### config.mk
export PLATFORM = sky130hd
export DESIGN_NAME = stream_packetizer
export DESIGN_NICKNAME = d
export VERILOG_FILES = /design/src/rtl/stream_pkg.sv /design/src/rtl/stream_out_reg.sv /design/src/rtl/stream_packetizer.sv
export SDC_FILE = /design/constraint.sdc
export NUM_CORES = 1
export LEC_CHECK = 0
export ABC_AREA = 1
export CORE_AREA = 2 2 84 86
export CTS_BUF_LIST = sky130_fd_sc_hd__clkbuf_4
export CTS_CLUSTER_DIAMETER = 200
export CTS_CLUSTER_SIZE = 14
export DETAILED_ROUTE_END_ITERATION = 10
export DIE_AREA = 0 0 86 88
export PLACE_DENSITY = 0.66
export SYNTH_ARGS = -nofsm -noshare
export SYNTH_HDL_FRONTEND = slang
export SYNTH_SLANG_ARGS = --single-unit
export TNS_END_PERCENT = 5
### constraint.sdc
create_clock -name clk_i -period 2.2 [get_ports clk_i]
set_input_delay 0.44 -clock clk_i [delete_from_list [all_inputs] [get_ports clk_i]]
set_output_delay 0.44 -clock clk_i [all_outputs]
set_load 0.005 [all_outputs]
### src/rtl/stream_pkg.sv
// Shared types and helpers for the stream framing stage: packet FSM states,
// header field widths and a helper that packs the header identification fields.
package stream_pkg;

    typedef enum logic [1:0] {
        IDLE     = 2'd0,
        PAYLOAD  = 2'd1,
        CHECKSUM = 2'd2
    } pkt_state_e;

    localparam int SEQ_WIDTH = 8;
    localparam int TAG_WIDTH = 8;

    // Packs the tag and sequence number into the 16 identification bits of a
    // header word; the top level spreads them to the MSB/LSB ends of the word.
    function automatic logic [TAG_WIDTH+SEQ_WIDTH-1:0] header_fields(
        input logic [TAG_WIDTH-1:0] tag,
        input logic [SEQ_WIDTH-1:0] seq
    );
        return {tag, seq};
    endfunction

endpackage

### src/rtl/stream_out_reg.sv
// Registered AXI-Stream output stage: holds valid/data/last stable while the
// downstream stalls and reports when a new word may be loaded.
module stream_out_reg #(
    parameter int DATA_SIZE = 16
) (
    input  logic                 clk_i,
    input  logic                 rst_ni,
    input  logic                 load,
    input  logic [DATA_SIZE-1:0] next_data,
    input  logic                 next_last,
    input  logic                 out_tready,
    output logic [DATA_SIZE-1:0] out_tdata,
    output logic                 out_tvalid,
    output logic                 out_tlast,
    output logic                 slot_free
);

    logic [DATA_SIZE-1:0] tdata_r;
    logic                 tvalid_r;
    logic                 tlast_r;

    assign slot_free  = !tvalid_r || out_tready;
    assign out_tdata  = tdata_r;
    assign out_tvalid = tvalid_r;
    assign out_tlast  = tlast_r;

    // Output register: replace the word when the slot frees, otherwise hold it.
    always_ff @(posedge clk_i) begin
        if (!rst_ni) begin
            tdata_r  <= '0;
            tvalid_r <= 1'b0;
            tlast_r  <= 1'b0;
        end else if (slot_free) begin
            if (load) begin
                tdata_r  <= next_data;
                tvalid_r <= 1'b1;
                tlast_r  <= next_last;
            end else begin
                tvalid_r <= 1'b0;
            end
        end else begin
            tdata_r  <= tdata_r;
            tvalid_r <= tvalid_r;
            tlast_r  <= tlast_r;
        end
    end

endmodule

### src/rtl/stream_packetizer.sv
// Frames raw FIFO words into fixed-length packets: header, PAYLOAD_LEN payload
// words, then a modular-sum checksum word marked with tlast.
module stream_packetizer
    import stream_pkg::*;
#(
    parameter int          DATA_SIZE   = 16,
    parameter int          PAYLOAD_LEN = 4,
    parameter logic [7:0]  HEADER_TAG  = 8'hA5
) (
    input  logic                 clk_i,
    input  logic                 rst_ni,
    input  logic [DATA_SIZE-1:0] data_in_tdata,
    input  logic                 data_in_tvalid,
    output logic                 data_in_tready,
    output logic [DATA_SIZE-1:0] data_out_tdata,
    output logic                 data_out_tvalid,
    input  logic                 data_out_tready,
    output logic                 data_out_tlast,
    output logic                 busy
);

    localparam int CNT_W = (PAYLOAD_LEN > 1) ? $clog2(PAYLOAD_LEN) : 1;
    localparam logic [CNT_W-1:0] LAST_CNT = CNT_W'(PAYLOAD_LEN - 1);

    pkt_state_e           state_r;
    logic [CNT_W-1:0]     word_cnt_r;
    logic [DATA_SIZE-1:0] sum_r;
    logic [SEQ_WIDTH-1:0] seq_r;

    logic                            slot_free_s;
    logic                            in_ready_s;
    logic                            accept_s;
    logic                            load_s;
    logic [DATA_SIZE-1:0]            next_data_s;
    logic                            next_last_s;
    logic [DATA_SIZE-1:0]            header_s;
    logic [TAG_WIDTH+SEQ_WIDTH-1:0]  hdr_fields_s;
    logic                            out_tvalid_s;

    assign data_in_tready = in_ready_s;
    assign data_out_tvalid = out_tvalid_s;
    assign busy = (state_r != IDLE) || out_tvalid_s;
    assign accept_s = data_in_tvalid && in_ready_s;

    // Header word: tag in the MSBs, sequence number in the LSBs, zeros between.
    always_comb begin
        hdr_fields_s = header_fields(HEADER_TAG, seq_r);
        header_s = '0;
        header_s[DATA_SIZE-1 -: TAG_WIDTH] = hdr_fields_s[TAG_WIDTH+SEQ_WIDTH-1:SEQ_WIDTH];
        header_s[SEQ_WIDTH-1:0] = hdr_fields_s[SEQ_WIDTH-1:0];
    end

    // Input handshake and selection of the next word for the output register.
    always_comb begin
        in_ready_s  = 1'b0;
        load_s      = 1'b0;
        next_data_s = '0;
        next_last_s = 1'b0;
        case (state_r)
            IDLE: begin
                load_s      = data_in_tvalid && slot_free_s;
                next_data_s = header_s;
            end
            PAYLOAD: begin
                if (rst_ni) begin
                    in_ready_s = slot_free_s;
                end else begin
                    in_ready_s = 1'b0;
                end
                load_s      = data_in_tvalid && in_ready_s;
                next_data_s = data_in_tdata;
            end
            CHECKSUM: begin
                load_s      = slot_free_s;
                next_data_s = sum_r;
                next_last_s = 1'b1;
            end
            default: begin
                in_ready_s  = 1'b0;
                load_s      = 1'b0;
                next_data_s = '0;
                next_last_s = 1'b0;
            end
        endcase
    end

    // Packet sequencing: state, payload word count, checksum and sequence number.
    always_ff @(posedge clk_i) begin
        if (!rst_ni) begin
            state_r    <= IDLE;
            word_cnt_r <= '0;
            sum_r      <= '0;
            seq_r      <= '0;
        end else begin
            case (state_r)
                IDLE: begin
                    if (data_in_tvalid && slot_free_s) begin
                        state_r    <= PAYLOAD;
                        word_cnt_r <= '0;
                        sum_r      <= '0;
                    end else begin
                        state_r <= IDLE;
                    end
                end
                PAYLOAD: begin
                    if (accept_s) begin
                        sum_r <= sum_r + data_in_tdata;
                        if (word_cnt_r == LAST_CNT) begin
                            word_cnt_r <= '0;
                            state_r    <= CHECKSUM;
                        end else begin
                            word_cnt_r <= word_cnt_r + CNT_W'(1);
                        end
                    end else begin
                        state_r <= PAYLOAD;
                    end
                end
                CHECKSUM: begin
                    if (slot_free_s) begin
                        seq_r   <= seq_r + SEQ_WIDTH'(1);
                        state_r <= IDLE;
                    end else begin
                        state_r <= CHECKSUM;
                    end
                end
                default: begin
                    state_r <= IDLE;
                end
            endcase
        end
    end

    stream_out_reg #(
        .DATA_SIZE (DATA_SIZE)
    ) u_out_reg (
        .clk_i      (clk_i),
        .rst_ni     (rst_ni),
        .load       (load_s),
        .next_data  (next_data_s),
        .next_last  (next_last_s),
        .out_tready (data_out_tready),
        .out_tdata  (data_out_tdata),
        .out_tvalid (out_tvalid_s),
        .out_tlast  (data_out_tlast),
        .slot_free  (slot_free_s)
    );

endmodule

==> flow_metrics.env, run 1 <==
export IMPL_crit_fanout=5
export IMPL_hold_viol_final=0
export IMPL_die_x_um=86
export IMPL_io_buffers=39
export IMPL_power_density_nw_per_um2=599
export IMPL_slew_viol_final=0
export IMPL_antenna_found_initial=0
export IMPL_critical_path_required_ns=1.76
export IMPL_grt_use_total_pct=20.7
export IMPL_synth_flop_cell="dfxtp_1"
export IMPL_grt_pass1_vias=2788
export IMPL_drt_wl_total_um=7460
export IMPL_finalWeightedCongestion=0.891
export IMPL_cts_tree="yes"
export IMPL_via_per_inst=5.03
export IMPL_min_period_over_period_pct=93.5
export IMPL_clk_pin_slew_ns=0.14
export IMPL_whs_path_depth=2
export IMPL_cts_sinks=46
export IMPL_clkLatencyLatePin_ns=0.37
export IMPL_fmax_mhz=486
export IMPL_cts_made_buffers=5
export IMPL_syn_area_um2=2880
export IMPL_antennaDiodeCount=0
export IMPL_path_class="reg2out"
export IMPL_final_common_cell="nand2_1"
export IMPL_status="finished clean"
export IMPL_place_inst=565
export IMPL_syn_num_nets=482
export IMPL_area_growth_pct=22.6
export IMPL_max_slew_worst_pin_slew_ns=0.401
export IMPL_hold_path_class="reg2reg"
export IMPL_ys_seq_elements=46
export IMPL_tns_ns=0
export IMPL_mostFrequentLayoutCells="nand2_1 (129), inv_1 (59), dfxtp_1 (45), nor2_1 (42), clkdlybuf4s50_1 (38)"
export IMPL_cp_data_arrival_time_ns=1.62
export IMPL_h_tree_depth=2
export IMPL_grt_ovfl_total=0
export IMPL_peakVddDrop_mv=0.304
export IMPL_row_count=30
export IMPL_cp_end_kind="primary output"
export IMPL_routedWlPerCell_um=13.0
export IMPL_grt_pass1_wl_um=12400
export IMPL_drtIter0Drc=148
export IMPL_core_region_area_um2=6640
export IMPL_drcViolationCount=0
export IMPL_finalSetupViolCount=0
export IMPL_start_util_pct=43.4
export IMPL_rr_worst_depth=11
export IMPL_ant_nets=0
export IMPL_rsz0062_at_grt="no"
export IMPL_fill_cells=684
export IMPL_drive_above_1_share_pct=8.30
export IMPL_synthCells=444
export IMPL_num_io_pins=40
export IMPL_synth_cell_type_count=38
export IMPL_fin_crit_ns=2.06
export IMPL_nNetsFinal=531
export IMPL_clock_path_buffers=2
export IMPL_ys_warn_count=0
export IMPL_via_count=2890
export IMPL_syn_avg_cell_area_um2=6.49
export IMPL_clock_root_buffer="clkbuf_4"
export IMPL_fin_skew_ns=0.0179
export IMPL_die_area_um2=7570
export IMPL_grt_max_degree=29
export IMPL_synth_edf_count=0
export IMPL_die_y_um=88
export IMPL_hpwl_um=5690
export IMPL_stdcell_count=574
export IMPL_synthArstFlopShare_pct=0
export IMPL_relSlewSlack_pct=73.2
export IMPL_drt_pass1_iterations=5
export IMPL_ys_seq_area_share_pct=32.0
export IMPL_startpoint_type="register"
export IMPL_maxCapViolations=0
export IMPL_p_leak_nw=1.72
## registers in the layout (all words and copies together), names as in the netlist
signal and flops:
sum_r 16, word_cnt_r 2, u_out_reg.out_tlast 1, u_out_reg.out_tdata 16
u_out_reg.out_tvalid 1, state_r 2, seq_r 8
## cells by family (layout without fill, tap and decap cells)
kind of cell | Yosys count | count (layout) | share of synthesized area [%]
flops | 46 | 46 | 32.0
compound gates | 79 | 79 | 15.4
buf+inv | 77 | 127 | 10.9
fa+ha+maj | 18 | 18 | 8.08
xor+xnor | 3 | 3 | 0.912
simple gates | 221 | 221 | 32.7
## Yosys cell counts (all sizes together), types with 2 or more instances
cell | count | share of area, %
inv | 63 | 8.2
nand3b | 3 | 0.78
clkbuf | 3 | 0.39
nor2 | 45 | 6.5
ha | 17 | 7.4
nand3 | 25 | 4.3
xor2 | 3 | 0.91
o21ai | 34 | 5.9
clkinv | 3 | 0.48
buf | 8 | 1.9
a21oi | 32 | 5.7
a221oi | 4 | 1.2
nand2 | 135 | 18
a22o | 4 | 1.2
o211ai | 3 | 0.96
or2 | 2 | 0.43
nor3 | 8 | 1.6
dfxtp | 46 | 32
## repair_timing
action | 4_1_cts | 5_1_grt
hold buffers | 0 | 0
hold endpoints to repair | 0 | 0
pin swaps | 0 | 0
setup endpoints to repair | 1 | 1
buffers inserted | 0 | 1
resized for setup | 2 | 1
## final timing paths
check / from / end / slack [ns]
hold reg to reg: u_out_reg.out_tdata[5]$_SDFFE_PN0P_ / u_out_reg.out_tdata[5]$_SDFFE_PN0P_ / 0.48
setup / recovery: state_r[0]$_SDFFE_PN0P_ / busy / 0.14
setup reg to reg: sum_r[0]$_SDFFE_PN0P_ / sum_r[12]$_SDFFE_PN0P_ / 0.50
hold / removal: u_out_reg.out_tdata[5]$_SDFFE_PN0P_ / u_out_reg.out_tdata[5]$_SDFFE_PN0P_ / 0.48
## final cells by class
| class | instances | area, µm² | share of cell area, % |
|---|---|---|---|
| clock inverters | 3 | 63.8 | 1.81 |
| flip-flops and latches | 46 | 922 | 26.1 |
| multi-input cells | 321 | 1650 | 46.6 |
| inverters | 66 | 250 | 7.09 |
| repair buffers | 53 | 510 | 14.5 |
| well taps | 80 | 100 | 2.83 |
| clock buffers | 5 | 37.5 | 1.06 |
## power breakdown
group	internal (W)	leakage [nW]	total (W)	switching (W)
clock network	0.000350	0.0528	0.000647	0.000297
logic	0.000242	1.29	0.000539	0.000297
registers	0.000890	0.376	0.000928	0.0000383
## routing by layer
metal	GRT usage, %	wire (µm)	part of all wire [%]	vias up
met3	3.77	373	5.0	11
li1	-	-	-	1524
met4	7.22	99	1.3	0
met2	36.4	3530	47	70
met5	0	0	0	-
met1	25.3	3460	46	1285
## through the flow
stage	worst slack, ns	area (µm²)	util [%]	power (W)	hold slack [ns]
finish	0.142	3530	53.1	0.00211	0.480
global route	0.0500	3530	53.1	0.00223	0.489
CTS	0.0253	3520	53.0	0.00213	0.481
detailed placement	-0.0606	3420	51.4	0.00148	0.461
global placement	-0.0426	3420	51.4	0.00148	0.453
floorplan	0.527	2880	-	0.00126	0.443
## worst max-delay path, cell delays in order, from the launching register on
cell and delay, ns:
dfxtp_2 0.44, inv_2 0.07, nand2_1 0.12, inv_1 0.08, nand2_1 0.06, clkdlybuf4s50_1 0.49
Note: power is estimated with default switching activity, not from simulation.
==> run 2, diff against run 1 <==
--- a/config.mk
+++ b/config.mk
@@ -12,6 +12,7 @@
 export CTS_CLUSTER_SIZE = 14
 export DETAILED_ROUTE_END_ITERATION = 10
 export DIE_AREA = 0 0 86 88
+export GPL_TIMING_DRIVEN = 0
 export PLACE_DENSITY = 0.66
 export SYNTH_ARGS = -nofsm -noshare
 export SYNTH_HDL_FRONTEND = slang
==> run 2 against run 1 <==
Highest routed layer unchanged. Register-to-register slack worse by 0.12 ns. Sequential share of layout area is 0.55 points higher. Fmax is 3.4% lower. Via count is 1.0% higher. Power is 4.4% lower. Critical path type unchanged. Setup slack worse by 0.073 ns. Largest cell class unchanged. Global-route usage is 0.83 points higher. Clock power is 14% lower.
==> flow_metrics.env, run 2 (same netlist as run 1, synthesis figures left out) <==
export IMPL_crit_fanout=10
export IMPL_cts_tree="yes"
export IMPL_core_region_area_um2=6640
export IMPL_die_y_um=88
export IMPL_final_common_cell="nand2_1"
export IMPL_grt_ovfl_total=0
export IMPL_cts_made_buffers=5
export IMPL_area_growth_pct=20.5
export IMPL_hold_buffers=0
export IMPL_drive_above_1_share_pct=7.74
export IMPL_finalWeightedCongestion=0.892
export IMPL_rr_worst_depth=11
export IMPL_clk_pin_slew_ns=0.14
export IMPL_relSlewSlack_pct=66.0
export IMPL_fin_skew_ns=0.00529
export IMPL_cp_end_kind="primary output"
export IMPL_crit_path_start="state_r[0]$_SDFFE_PN0P_"
export IMPL_min_period_over_period_pct=96.8
export IMPL_drt_pass1_iterations=5
export IMPL_peakVddDrop_mv=0.324
export IMPL_via_count=2920
export IMPL_routedWlPerCell_um=13.7
export IMPL_hold_slack_ns=0.431
export IMPL_h_tree_depth=2
export IMPL_clock_root_buffer="clkbuf_4"
export IMPL_status="finished clean"
export IMPL_clock_path_buffers=2
export IMPL_hp_start="rst_ni"
export IMPL_num_io_pins=40
export IMPL_maxCapViolations=0
export IMPL_critical_path_required_ns=1.76
export IMPL_die_area_um2=7570
export IMPL_cts_sinks=46
export IMPL_fin_crit_ns=2.13
export IMPL_hpwl_um=5970
export IMPL_row_count=30
export IMPL_cp_data_arrival_time_ns=1.69
export IMPL_whs_path_depth=3
export IMPL_power_density_nw_per_um2=582
export IMPL_drt_wl_total_um=7820
export IMPL_antennaDiodeCount=0
export IMPL_ant_nets=0
export IMPL_hold_path_class="in2reg"
export IMPL_crit_chain="inv_2, nand2_2, inv_1, buf_6, nand2_1, clkdlybuf4s50_1"
export IMPL_finalWorstSetupSlack_ns=0.0694
export IMPL_r2r_slack_ns=0.38
export IMPL_path_class="reg2out"
export IMPL_finalSetupViolCount=0
export IMPL_cp_slowest_cell="clkdlybuf4s50_1"
export IMPL_r2r_start="sum_r[0]$_SDFFE_PN0P_"
export IMPL_start_util_pct=43.4
export IMPL_p_leak_nw=1.67
export IMPL_critical_path_max_stage_delay_ns=0.49
export IMPL_grt_pass1_wl_um=12800
export IMPL_nNetsFinal=528
export IMPL_antenna_found_initial=0
export IMPL_dpl_worst_slack_ns=-0.163
export IMPL_die_x_um=86
export IMPL_final_util_pct=52.3
export IMPL_drtIter0Drc=122
export IMPL_startpoint_type="register"
export IMPL_dpl_instance_area_um2=3360
export IMPL_grt_pass1_vias=2710
export IMPL_mostFrequentLayoutCells="nand2_1 (128), inv_1 (59), dfxtp_1 (44), nor2_1 (42), clkdlybuf4s50_1 (37)"
export IMPL_hold_viol_final=0
export IMPL_io_buffers=38
export IMPL_grt_use_total_pct=21.5
export IMPL_grt_max_degree=15
export IMPL_max_slew_worst_pin_slew_ns=0.511
export IMPL_fmax_mhz=469
export IMPL_via_per_inst=5.11
export IMPL_slew_viol_final=0
export IMPL_drcViolationCount=0
export IMPL_fin_area_um2=3470
export IMPL_clkLatencyLatePin_ns=0.38
run 2: cell count changes in the layout (fill, tap and decap cells not counted), moves of 3 or more:
cell,previous run,this run
buf_6,0,3
buf_4,13,2
buf_2,0,3
clkbuf_1,0,3
run 2: metrics by stage:
step / TNS (ns) / power [W] / instances
global placement: -0.624 / 0.00146 / 562
global route: -0.0125 / 0.00214 / 571
finish: 0 / 0.00202 / 571
detailed placement: -0.771 / 0.00147 / 562
CTS: 0 / 0.00202 / 571
floorplan: 0 / 0.00126 / 444
run 2: worst paths after layout:
check,to
max,busy
min,sum_r[0]$_SDFFE_PN0P_
max reg2reg,sum_r[12]$_SDFFE_PN0P_
min reg2reg,u_out_reg.out_tdata[5]$_SDFFE_PN0P_
run 2: final cells by class:
cell class / count / area (µm²)
Buffer: 11 / 71.3
Inverter: 66 / 256
Clock buffer: 6 / 45.0
Fill cell: 682 / 3170
Multi-Input combinational cell: 321 / 1650
Tap cell: 80 / 100
Clock inverter: 2 / 37.5
Sequential cell: 46 / 926
Timing Repair Buffer: 39 / 387
run 2: per-layer routing:
layer / GRT usage (%) / vias to the layer above / share of wire [%]
met5: 0 / - / 0
met4: 6.49 / 0 / 1.8
met3: 3.30 / 11 / 3.7
met2: 37.1 / 73 / 48
met1: 27.8 / 1320 / 46
li1: - / 1516 / -
run 2: report_power, final:
part	leakage [nW]	internal, W	switching (W)
sequential	0.377	0.000890	0.0000380
combinational	1.25	0.000232	0.000307
clock	0.0419	0.000252	0.000303
total	1.67	0.00137	0.000647
run 2: timing repair:
item | CTS | global route
setup endpoints to repair | 2 | 1
setup buffers | 1 | 0
resized for setup | 7 | 3
hold endpoints to repair | 0 | 0
run 2: critical path: cells and delay by family (launching register included):
kind          cells  cell delay (ns)
simple gates      2             0.14
buf+inv           4             0.76
flops             1             0.40
